File: src/rtl/ex_muldiv_if.sv
// ID/EX-side bundle for the RV32M execute unit: operands and controls in,
// M-op result, write controls and stall request out.
interface ex_muldiv_if #(
  parameter int DATA_W  = 32,
  parameter int RADDR_W = 5
);
  logic [DATA_W-1:0]  op1_i;
  logic [DATA_W-1:0]  op2_i;
  logic [31:0]        inst_i;
  logic               reg_we_i;
  logic [RADDR_W-1:0] reg_waddr_i;
  logic               flush_jump_i;

  logic               md_sel_o;
  logic [DATA_W-1:0]  md_result_o;
  logic               md_valid_o;
  logic               md_we_o;
  logic [RADDR_W-1:0] md_waddr_o;
  logic               stall_req_o;
  logic               md_busy_o;

  modport master (
    output op1_i, op2_i, inst_i, reg_we_i, reg_waddr_i, flush_jump_i,
    input  md_sel_o, md_result_o, md_valid_o, md_we_o, md_waddr_o,
           stall_req_o, md_busy_o
  );

  modport slave (
    input  op1_i, op2_i, inst_i, reg_we_i, reg_waddr_i, flush_jump_i,
    output md_sel_o, md_result_o, md_valid_o, md_we_o, md_waddr_o,
           stall_req_o, md_busy_o
  );
endinterface

File: src/rtl/ex_muldiv.sv
// RV32M execute unit: single-cycle multiply, iterative radix-2 restoring divide.
// Divide holds the pipeline via stall_req_o from first presentation until the DONE cycle.
module ex_muldiv #(
  parameter int DATA_W  = 32,
  parameter int RADDR_W = 5
) (
  input  logic       clk_i,
  input  logic       rst_i,
  ex_muldiv_if.slave md
);

  localparam int PW    = 2*DATA_W + 2;
  localparam int CNT_W = $clog2(DATA_W);

  typedef enum logic [1:0] {IDLE, BUSY, DONE} state_t;

  state_t            state;
  logic [DATA_W-1:0] dvd_q;   // dividend, becomes the quotient as bits shift in
  logic [DATA_W-1:0] dvs_q;
  logic [DATA_W-1:0] rem_q;
  logic [CNT_W-1:0]  cnt_q;
  logic              neg_q_q;
  logic              neg_r_q;
  logic              rem_sel_q;

  logic              sel;
  logic [2:0]        f3;
  logic              op1_sgn;
  logic              op2_sgn;
  logic              div_signed;
  logic              start;
  logic              op2_zero;
  logic              ovf;
  logic [DATA_W-1:0] abs1;
  logic [DATA_W-1:0] abs2;

  logic signed [DATA_W:0] ma;
  logic signed [DATA_W:0] mb;
  logic signed [PW-1:0]   prod;
  logic [DATA_W-1:0]      mul_res;

  logic [DATA_W:0]   rem_sh;
  logic [DATA_W:0]   rem_sub;
  logic              q_bit;
  logic [DATA_W-1:0] quot_out;
  logic [DATA_W-1:0] rem_out;
  logic [DATA_W-1:0] div_res;

  always_comb begin
    sel        = (md.inst_i[6:0] == 7'b0110011) && (md.inst_i[31:25] == 7'b0000001);
    f3         = md.inst_i[14:12];
    op1_sgn    = md.op1_i[DATA_W-1];
    op2_sgn    = md.op2_i[DATA_W-1];
    div_signed = !f3[0];
    start      = (state == IDLE) && sel && f3[2] && !md.flush_jump_i;
    op2_zero   = (md.op2_i == '0);
    ovf        = div_signed && (md.op1_i == {1'b1, {(DATA_W-1){1'b0}}}) && (md.op2_i == '1);
    abs1       = (div_signed && op1_sgn) ? (~md.op1_i + 1'b1) : md.op1_i;
    abs2       = (div_signed && op2_sgn) ? (~md.op2_i + 1'b1) : md.op2_i;
  end

  // MULH sign-extends both operands, MULHSU only op1, MUL/MULHU neither.
  always_comb begin
    ma      = {((f3[1:0] == 2'b01) || (f3[1:0] == 2'b10)) && op1_sgn, md.op1_i};
    mb      = {(f3[1:0] == 2'b01) && op2_sgn, md.op2_i};
    prod    = PW'(ma) * PW'(mb);
    mul_res = (f3[1:0] == 2'b00) ? prod[DATA_W-1:0] : prod[2*DATA_W-1:DATA_W];
  end

  always_comb begin
    rem_sh   = {rem_q, dvd_q[DATA_W-1]};
    rem_sub  = rem_sh - {1'b0, dvs_q};
    q_bit    = !rem_sub[DATA_W];
    quot_out = neg_q_q ? (~dvd_q + 1'b1) : dvd_q;
    rem_out  = neg_r_q ? (~rem_q + 1'b1) : rem_q;
    div_res  = rem_sel_q ? rem_out : quot_out;
  end

  always_ff @(posedge clk_i or posedge rst_i) begin
    if (rst_i) begin
      state     <= IDLE;
      dvd_q     <= '0;
      dvs_q     <= '0;
      rem_q     <= '0;
      cnt_q     <= '0;
      neg_q_q   <= 1'b0;
      neg_r_q   <= 1'b0;
      rem_sel_q <= 1'b0;
    end else begin
      case (state)
        IDLE: begin
          if (start) begin
            rem_sel_q <= f3[1];
            neg_q_q   <= div_signed && (op1_sgn != op2_sgn) && !op2_zero;
            neg_r_q   <= div_signed && op1_sgn;
            dvs_q     <= abs2;
            cnt_q     <= '0;
            // Special cases skip iteration; the DONE-stage sign fixup still applies.
            if (op2_zero) begin
              dvd_q <= '1;
              rem_q <= abs1;
              state <= DONE;
            end else if (ovf) begin
              dvd_q <= {1'b1, {(DATA_W-1){1'b0}}};
              rem_q <= '0;
              state <= DONE;
            end else begin
              dvd_q <= abs1;
              rem_q <= '0;
              state <= BUSY;
            end
          end
        end
        BUSY: begin
          if (md.flush_jump_i) begin
            state <= IDLE;
          end else begin
            rem_q <= q_bit ? rem_sub[DATA_W-1:0] : rem_sh[DATA_W-1:0];
            dvd_q <= {dvd_q[DATA_W-2:0], q_bit};
            cnt_q <= cnt_q + 1'b1;
            if (cnt_q == CNT_W'(DATA_W-1)) begin
              state <= DONE;
            end
          end
        end
        DONE: begin
          state <= IDLE;
        end
        default: begin
          state <= IDLE;
        end
      endcase
    end
  end

  always_comb begin
    md.md_sel_o    = 1'b0;
    md.md_result_o = '0;
    md.md_valid_o  = 1'b0;
    md.md_we_o     = 1'b0;
    md.md_waddr_o  = '0;
    md.stall_req_o = 1'b0;
    md.md_busy_o   = 1'b0;
    if (!rst_i) begin
      md.md_sel_o   = sel;
      md.md_waddr_o = md.reg_waddr_i;
      md.md_busy_o  = (state != IDLE);
      case (state)
        IDLE: begin
          if (sel && !f3[2] && !md.flush_jump_i) begin
            md.md_valid_o  = 1'b1;
            md.md_result_o = mul_res;
          end else if (start) begin
            md.stall_req_o = 1'b1;
          end
        end
        BUSY: begin
          md.stall_req_o = !md.flush_jump_i;
        end
        DONE: begin
          if (!md.flush_jump_i) begin
            md.md_valid_o  = 1'b1;
            md.md_result_o = div_res;
          end
        end
        default: begin
          md.md_valid_o = 1'b0;
        end
      endcase
      md.md_we_o = md.reg_we_i && md.md_valid_o;
    end
  end

endmodule

File: src/flat_wrapper.sv
// flat-port wrapper written by rule: the top's interface ports become plain ports
module ex_muldiv_flat 
#(
  parameter int DATA_W  = 32,
  parameter int RADDR_W = 5
)
  (clk_i, rst_i, md_op1_i, md_op2_i, md_inst_i, md_reg_we_i, md_reg_waddr_i, md_flush_jump_i, md_md_sel_o, md_md_result_o, md_md_valid_o, md_md_we_o, md_md_waddr_o, md_stall_req_o, md_md_busy_o);
  ex_muldiv_if #(.DATA_W(DATA_W), .RADDR_W(RADDR_W)) md_i ();
  input  logic clk_i;
  input  logic rst_i;
  input wire logic [$bits(md_i.op1_i)-1:0] md_op1_i;
  input wire logic [$bits(md_i.op2_i)-1:0] md_op2_i;
  input wire logic [$bits(md_i.inst_i)-1:0] md_inst_i;
  input wire logic [$bits(md_i.reg_we_i)-1:0] md_reg_we_i;
  input wire logic [$bits(md_i.reg_waddr_i)-1:0] md_reg_waddr_i;
  input wire logic [$bits(md_i.flush_jump_i)-1:0] md_flush_jump_i;
  output wire logic [$bits(md_i.md_sel_o)-1:0] md_md_sel_o;
  output wire logic [$bits(md_i.md_result_o)-1:0] md_md_result_o;
  output wire logic [$bits(md_i.md_valid_o)-1:0] md_md_valid_o;
  output wire logic [$bits(md_i.md_we_o)-1:0] md_md_we_o;
  output wire logic [$bits(md_i.md_waddr_o)-1:0] md_md_waddr_o;
  output wire logic [$bits(md_i.stall_req_o)-1:0] md_stall_req_o;
  output wire logic [$bits(md_i.md_busy_o)-1:0] md_md_busy_o;
  assign md_i.op1_i = md_op1_i;
  assign md_i.op2_i = md_op2_i;
  assign md_i.inst_i = md_inst_i;
  assign md_i.reg_we_i = md_reg_we_i;
  assign md_i.reg_waddr_i = md_reg_waddr_i;
  assign md_i.flush_jump_i = md_flush_jump_i;
  assign md_md_sel_o = md_i.md_sel_o;
  assign md_md_result_o = md_i.md_result_o;
  assign md_md_valid_o = md_i.md_valid_o;
  assign md_md_we_o = md_i.md_we_o;
  assign md_md_waddr_o = md_i.md_waddr_o;
  assign md_stall_req_o = md_i.stall_req_o;
  assign md_md_busy_o = md_i.md_busy_o;
  ex_muldiv #(.DATA_W(DATA_W), .RADDR_W(RADDR_W)) u_core (.clk_i(clk_i), .rst_i(rst_i), .md(md_i));
endmodule
File: config.mk
export PLATFORM = sky130hd
export DESIGN_NAME = ex_muldiv_flat
export DESIGN_NICKNAME = d
export VERILOG_FILES = /design/src/rtl/ex_muldiv_if.sv /design/src/rtl/ex_muldiv.sv /design/src/flat_wrapper.sv
export SDC_FILE = /design/constraint.sdc
export NUM_CORES = 2
export LEC_CHECK = 0
export CAP_MARGIN = 20
export CORE_ASPECT_RATIO = 0.9
export CORE_MARGIN = 2
export CORE_UTILIZATION = 40
export DETAILED_ROUTE_END_ITERATION = 16
export SYNTH_ARGS = -nofsm -noshare
export SYNTH_HDL_FRONTEND = slang
export SYNTH_SLANG_ARGS = --single-unit
File: constraint.sdc
create_clock -name clk_i -period 15.65 [get_ports clk_i]
set_input_delay 3.13 -clock clk_i [delete_from_list [all_inputs] [get_ports clk_i]]
set_output_delay 3.13 -clock clk_i [all_outputs]
set_load 0.005 [all_outputs]
After elaboration in Yosys (flattened, before gate mapping)
Index checks and enable logic that the tools add are counted.
W data, S select, Z words.
{"block": "word_totals", "reg_bits": 106}
{"block": "op_classes", "addsub": 6, "mul": 1, "eq_ne": 13, "mux": 42, "bitwise_logic": 4, "reduce_logical": 29}
{"cell": "$mux W32", "n": 17}
{"cell": "$pmux W32 S2", "n": 3}
{"cell": "$add A32 B1 Y32 const B", "n": 4}
{"cell": "$not A32 Y32", "n": 4}
{"cell": "$eq A32 B32 Y1 const B", "n": 2}
{"cell": "$mul A33 B33 Y64", "n": 1}
{"cell": "$sub A33 B32 Y33", "n": 1}
{"cell": "$logic_not A32 Y1", "n": 1}
{"cell": "$logic_and A1 B1 Y1", "n": 15}
{"cell": "$mux W5", "n": 3}
{"cell": "$mux W1", "n": 10}
{"cell": "$mux W2", "n": 5}
{"cell": "$pmux W5 S2", "n": 1}
{"cell": "$eq A7 B1 Y1 const B", "n": 1}
{"cell": "$eq A7 B6 Y1 const B", "n": 1}
{"cell": "$add A5 B1 Y5 const B", "n": 1}
{"cell": "$eq A5 B5 Y1 const B", "n": 1}
{"cell": "$logic_not A1 Y1", "n": 5}
{"cell": "$eq A2 B1 Y1 const B", "n": 2}
{"cell": "$eq A2 B2 Y1 const B", "n": 2}
{"cell": "$logic_not A2 Y1", "n": 2}
{"cell": "$pmux W1 S2", "n": 2}
{"cell": "$pmux W2 S2", "n": 1}
{"cell": "$reduce_and A2 Y1", "n": 2}
{"cell": "7 further kinds", "n": 8}

Logic depth before layout (Yosys ltp)
{"block": "depth", "ltp_word": 9, "ltp_mapped": 32}

Worst setup path after synthesis
OpenSTA, ideal clock, no wires.
{"block": "synth_timing", "kind": "input -> output", "startpoint": "input md_inst_i[12]", "endpoint": "output md_md_result_o[17]", "t_arrival_ps": 11204, "required_time_ps": 12520, "slack_ps": 1316, "cell_stages": 27, "n_path_buf": 2, "cell_sequence": "inv_1 ha_1 and2_0 clkbuf_1 nand2_1 inv_1 fa_1 fa_1 fa_1 inv_1 fa_1 inv_1 fa_1 fa_1 inv_1 fa_1 fa_1 inv_1 ha_1 clkbuf_1 nand3_1 nor4_1 nand2_1 o31ai_1 a21oi_1 or4b_2 nand3_1"}
{"block": "synth_via", "elab_chain_len": 8}
{"element": "start: declaration", "line_no": "flat_wrapper.sv:13", "text": "input wire logic [$bits(md_i.inst_i)-1:0] md_inst_i;"}
{"element": "$eq A2 B1 Y1 or $eq A2 B2 Y1 (tied branches)", "line_no": "ex_muldiv.sv:64, ex_muldiv.sv:65"}
{"element": "$logic_or A1 B1 Y1", "line_no": "ex_muldiv.sv:64", "text": "ma = {((f3[1:0] == 2'b01) || (f3[1:0] == 2'b10)) && op1_sgn, md.op1_i};"}
{"element": "$logic_and A1 B1 Y1", "line_no": "ex_muldiv.sv:64"}
{"element": "$mul A33 B33 Y64", "line_no": "ex_muldiv.sv:66", "text": "prod = PW'(ma) * PW'(mb);"}
{"element": "$mux W32 *", "line_no": "ex_muldiv.sv:67", "text": "mul_res = (f3[1:0] == 2'b00) ? prod[DATA_W-1:0] : prod[2*DATA_W-1:DATA_W];"}
{"element": "$mux W32 *", "line_no": "ex_muldiv.sv:150", "text": "if (sel && !f3[2] && !md.flush_jump_i) begin"}
{"element": "$pmux W32 S2 *", "line_no": "ex_muldiv.sv:148", "text": "case (state)"}
{"element": "$mux W32 *", "line_no": "ex_muldiv.sv:144", "text": "if (!rst_i) begin"}
{"element": "end: declaration", "line_no": "flat_wrapper.sv:18", "text": "output wire logic [$bits(md_i.md_result_o)-1:0] md_md_result_o;"}
Mark *: on every way between the ends. The rest lies on a longest branch, timed or not.

Final worst setup path
{"block": "layout_timing", "startpoint": "input md_op2_i[1]", "endpoint": "output md_md_result_o[18]"}
{"block": "layout_via", "elab_chain_len": 5}
{"element": "start: declaration", "line_no": "flat_wrapper.sv:12", "text": "input wire logic [$bits(md_i.op2_i)-1:0] md_op2_i;"}
{"element": "$mul A33 B33 Y64", "line_no": "ex_muldiv.sv:66"}
{"element": "$mux W32", "line_no": "ex_muldiv.sv:67"}
{"element": "$mux W32", "line_no": "ex_muldiv.sv:150"}
{"element": "$pmux W32 S2", "line_no": "ex_muldiv.sv:148"}
{"element": "$mux W32", "line_no": "ex_muldiv.sv:144"}
No other way between the ends.

==> impl_metrics.json <==
{
  "run_status": "complete, no violations",
  "root_buffer": "clkbuf_16",
  "final-max-slew-violation-count": 0,
  "io_pins": 147,
  "core_um2": 121000,
  "cts_made_buffers": 9,
  "clkTransAtPathRegs_ns": 0.07,
  "worst_pin_slew_ns": 1.12,
  "crit_start": "md_op2_i[1]",
  "path_class": "primary input to primary output",
  "async_reset_ff_share_pct": 100,
  "fmax_mhz": 65.0,
  "viasPerCell": 5.32,
  "drive_gt1_share_pct": 7.32,
  "startpoint_type": "primary input",
  "firstDrtPassIters": 6,
  "synth_area_per_cell_um2": 8.52,
  "synthDistinctLibCells": 82,
  "die_area_um2": 124000,
  "gp_congestion": 0.985,
  "r2r_start": "u_core.dvd_q[31]",
  "numPortBuffers": 131,
  "holdWs_ns": 0.482,
  "critPathCaptureType": "primary output",
  "grt_pass1_vias": 41200,
  "clock_sinks": 106,
  "fillers": 12100,
  "max_stage_delay_ns": 0.59,
  "crit_required_ns": 12.52,
  "dp.final_hpwl_um": 131000,
  "slew_headroom_pct": 25.2,
  "post_dp_cell_area_um2": 52500,
  "grt_max_degree": 79,
  "final_cell_area_um2": 52900,
  "ys.flop_type": "dfrtp_1",
  "final_nets": 7258,
  "via_count": 39200,
  "period_share_pct": 98.3,
  "routed_wl_um": 159000,
  "timing.critical_path.buf_inv": 13,
  "cap_violations": 0,
  "drt_iter0_drc": 3046,
  "drc": 0,
  "synth_seq_cells": 106,
  "cts_tree": "yes",
  "crit_top_cell": "fa_1",
  "area_growth_pct": 9.39,
  "critical_path.max_fanout": 27,
  "worst_slack_ns": 0.267,
  "grt_remaining_overflow": 0,
  "syn_nets": 7169,
  "worstPathArrival_ns": 12.25,
  "syn_inst": 5684,
  "min_period_ns": 15.38,
  "dieHeight_um": 334,
  "htreeDepth": 3,
  "crit_family": "adder cells",
  "syn_area_um2": 48400,
  "skew_ns": 0.0249,
  "rsz0062_at_grt": "yes",
  "grt_use_total_pct": 26.4,
  "antenna_found_initial": 18,
  "synth_edf_count": 0,
  "pre_cts_ws_ns": -0.0399,
  "die_w_um": 371,
  "grt_pass1_wl_um": 249000,
  "initial_core_util_pct": 40.2,
  "rows": 121,
  "ys_seq_area_share_pct": 5.48,
  "clock_latency_ns": 0.40,
  "hold_path.class": "flip-flop to flip-flop",
  "max-clock-path-buffers": 2,
  "utilization_pct": 43.9,
  "ant_nets": 0,
  "setup_violations": 0,
  "final_cell_mix": "inv_1 (1245), fa_1 (1122), nand2_1 (957)",
  "ys_warn_count": 0,
  "final_common_cell": "inv_1",
  "worstHoldStart": "u_core.dvs_q[30]",
  "hold_viol": 0,
  "wire_per_inst_um": 21.5,
  "crit_slowest_cell": "fa_1"
}
==> per-stage QoR <==
step | TNS, ns | std cells
after floorplan | 0 | 5684
after global placement | -0.0983 | 7357
after detailed placement | -0.0571 | 7357
after CTS | 0 | 7372
after global routing | -0.0358 | 7382
final | 0 | 7382
==> final timing paths <==
kind / cells past startpoint / slack, ns / to
worst max-delay path: 33 / 0.27 / md_md_result_o[18]
worst max register to register: 13 / 11.08 / u_core.rem_q[4]
worst min-delay path: 2 / 0.48 / u_core.dvs_q[30]
worst min register to register: 2 / 0.48 / u_core.dvs_q[30]
max in group asynchronous: 3 / 10.76 / u_core.rem_sel_q
min in group asynchronous: 2 / 3.58 / u_core.rem_q[24]
==> cells in the mapped netlist, drive strengths merged, types with 17 or more instances <==
| master | number | area [um2] |
|---|---|---|
| a21o | 54 | 405 |
| dfrtp | 106 | 2650 |
| nor3 | 47 | 235 |
| or3 | 19 | 119 |
| nor2b | 21 | 131 |
| nor4 | 17 | 121 |
| nand3 | 57 | 285 |
| buf | 75 | 300 |
| ha | 254 | 3180 |
| a31oi | 26 | 163 |
| and2 | 267 | 1670 |
| o211ai | 22 | 165 |
| nand2 | 959 | 3600 |
| a211oi | 35 | 263 |
| xor2 | 86 | 753 |
| nor2 | 174 | 653 |
| xnor2 | 124 | 1090 |
| clkbuf | 276 | 1050 |
| mux2i | 22 | 220 |
| a21oi | 173 | 866 |
| o41ai | 18 | 184 |
| o21ai | 201 | 1010 |
| nand4 | 21 | 131 |
| nand2b | 25 | 156 |
| fa | 1126 | 22500 |
| o31ai | 35 | 263 |
| inv | 1247 | 4680 |
| and3 | 43 | 269 |
==> repair_timing <==
action                     4_1_cts  5_1_grt
hold buffers                     0        0
resized for setup                4       25
buffers inserted                 0        2
pin swaps                        0        8
setup endpoints to repair        4       23
==> layout make-up <==
type	instances	area (um2)	share of cell area [%]
Timing Repair Buffer	430	3450	6.52
Clock inverter	6	66.3	0.125
Inverter	1248	4690	8.85
Clock buffer	9	225	0.425
Antenna cell	6	15.0	0.0284
Sequential cell	106	2650	5.01
Multi-Input combinational cell	3978	39800	75.3
Tap cell	1599	2000	3.78
==> cell families (layout without fill, tap and decap cells) <==
kind of cell / after synthesis / count (layout) / synth area share [%]
and+or+nand+nor: 1707 / 1707 / 16.2
buffers and inverters: 1600 / 1693 / 12.5
adders and majority gates: 1380 / 1380 / 53.1
AOI/OAI and AO/OA: 656 / 656 / 8.41
xor gates and xnor gates: 210 / 210 / 3.80
DFF: 106 / 106 / 5.48
muxes: 25 / 25 / 0.525
other: 0 / 6 / 0
==> routing by layer <==
layer / global-route usage (%) / wire length [um]
met2: 41.1 / 71000
met5: 0 / 85
met3: 5.92 / 15000
met4: 8.82 / 6000
met1: 36.4 / 67000
==> state kept, by name, indices dropped and copies added, names as in the netlist <==
register and count:
u_core.rem_sel_q 1, u_core.dvd_q 32, u_core.neg_q_q 1, u_core.rem_q 32
u_core.dvs_q 32, u_core.cnt_q 5, u_core.state 2, u_core.neg_r_q 1
==> worst min-delay path, delay by kind of cell (launching register included) <==
family | cells | cell delay [ns]
flops | 1 | 0.34
compound gates | 1 | 0.06
simple gates | 1 | 0.04
Power is not shown: default switching activity piles up to over one toggle a cycle in this logic, so the estimate is an artifact.
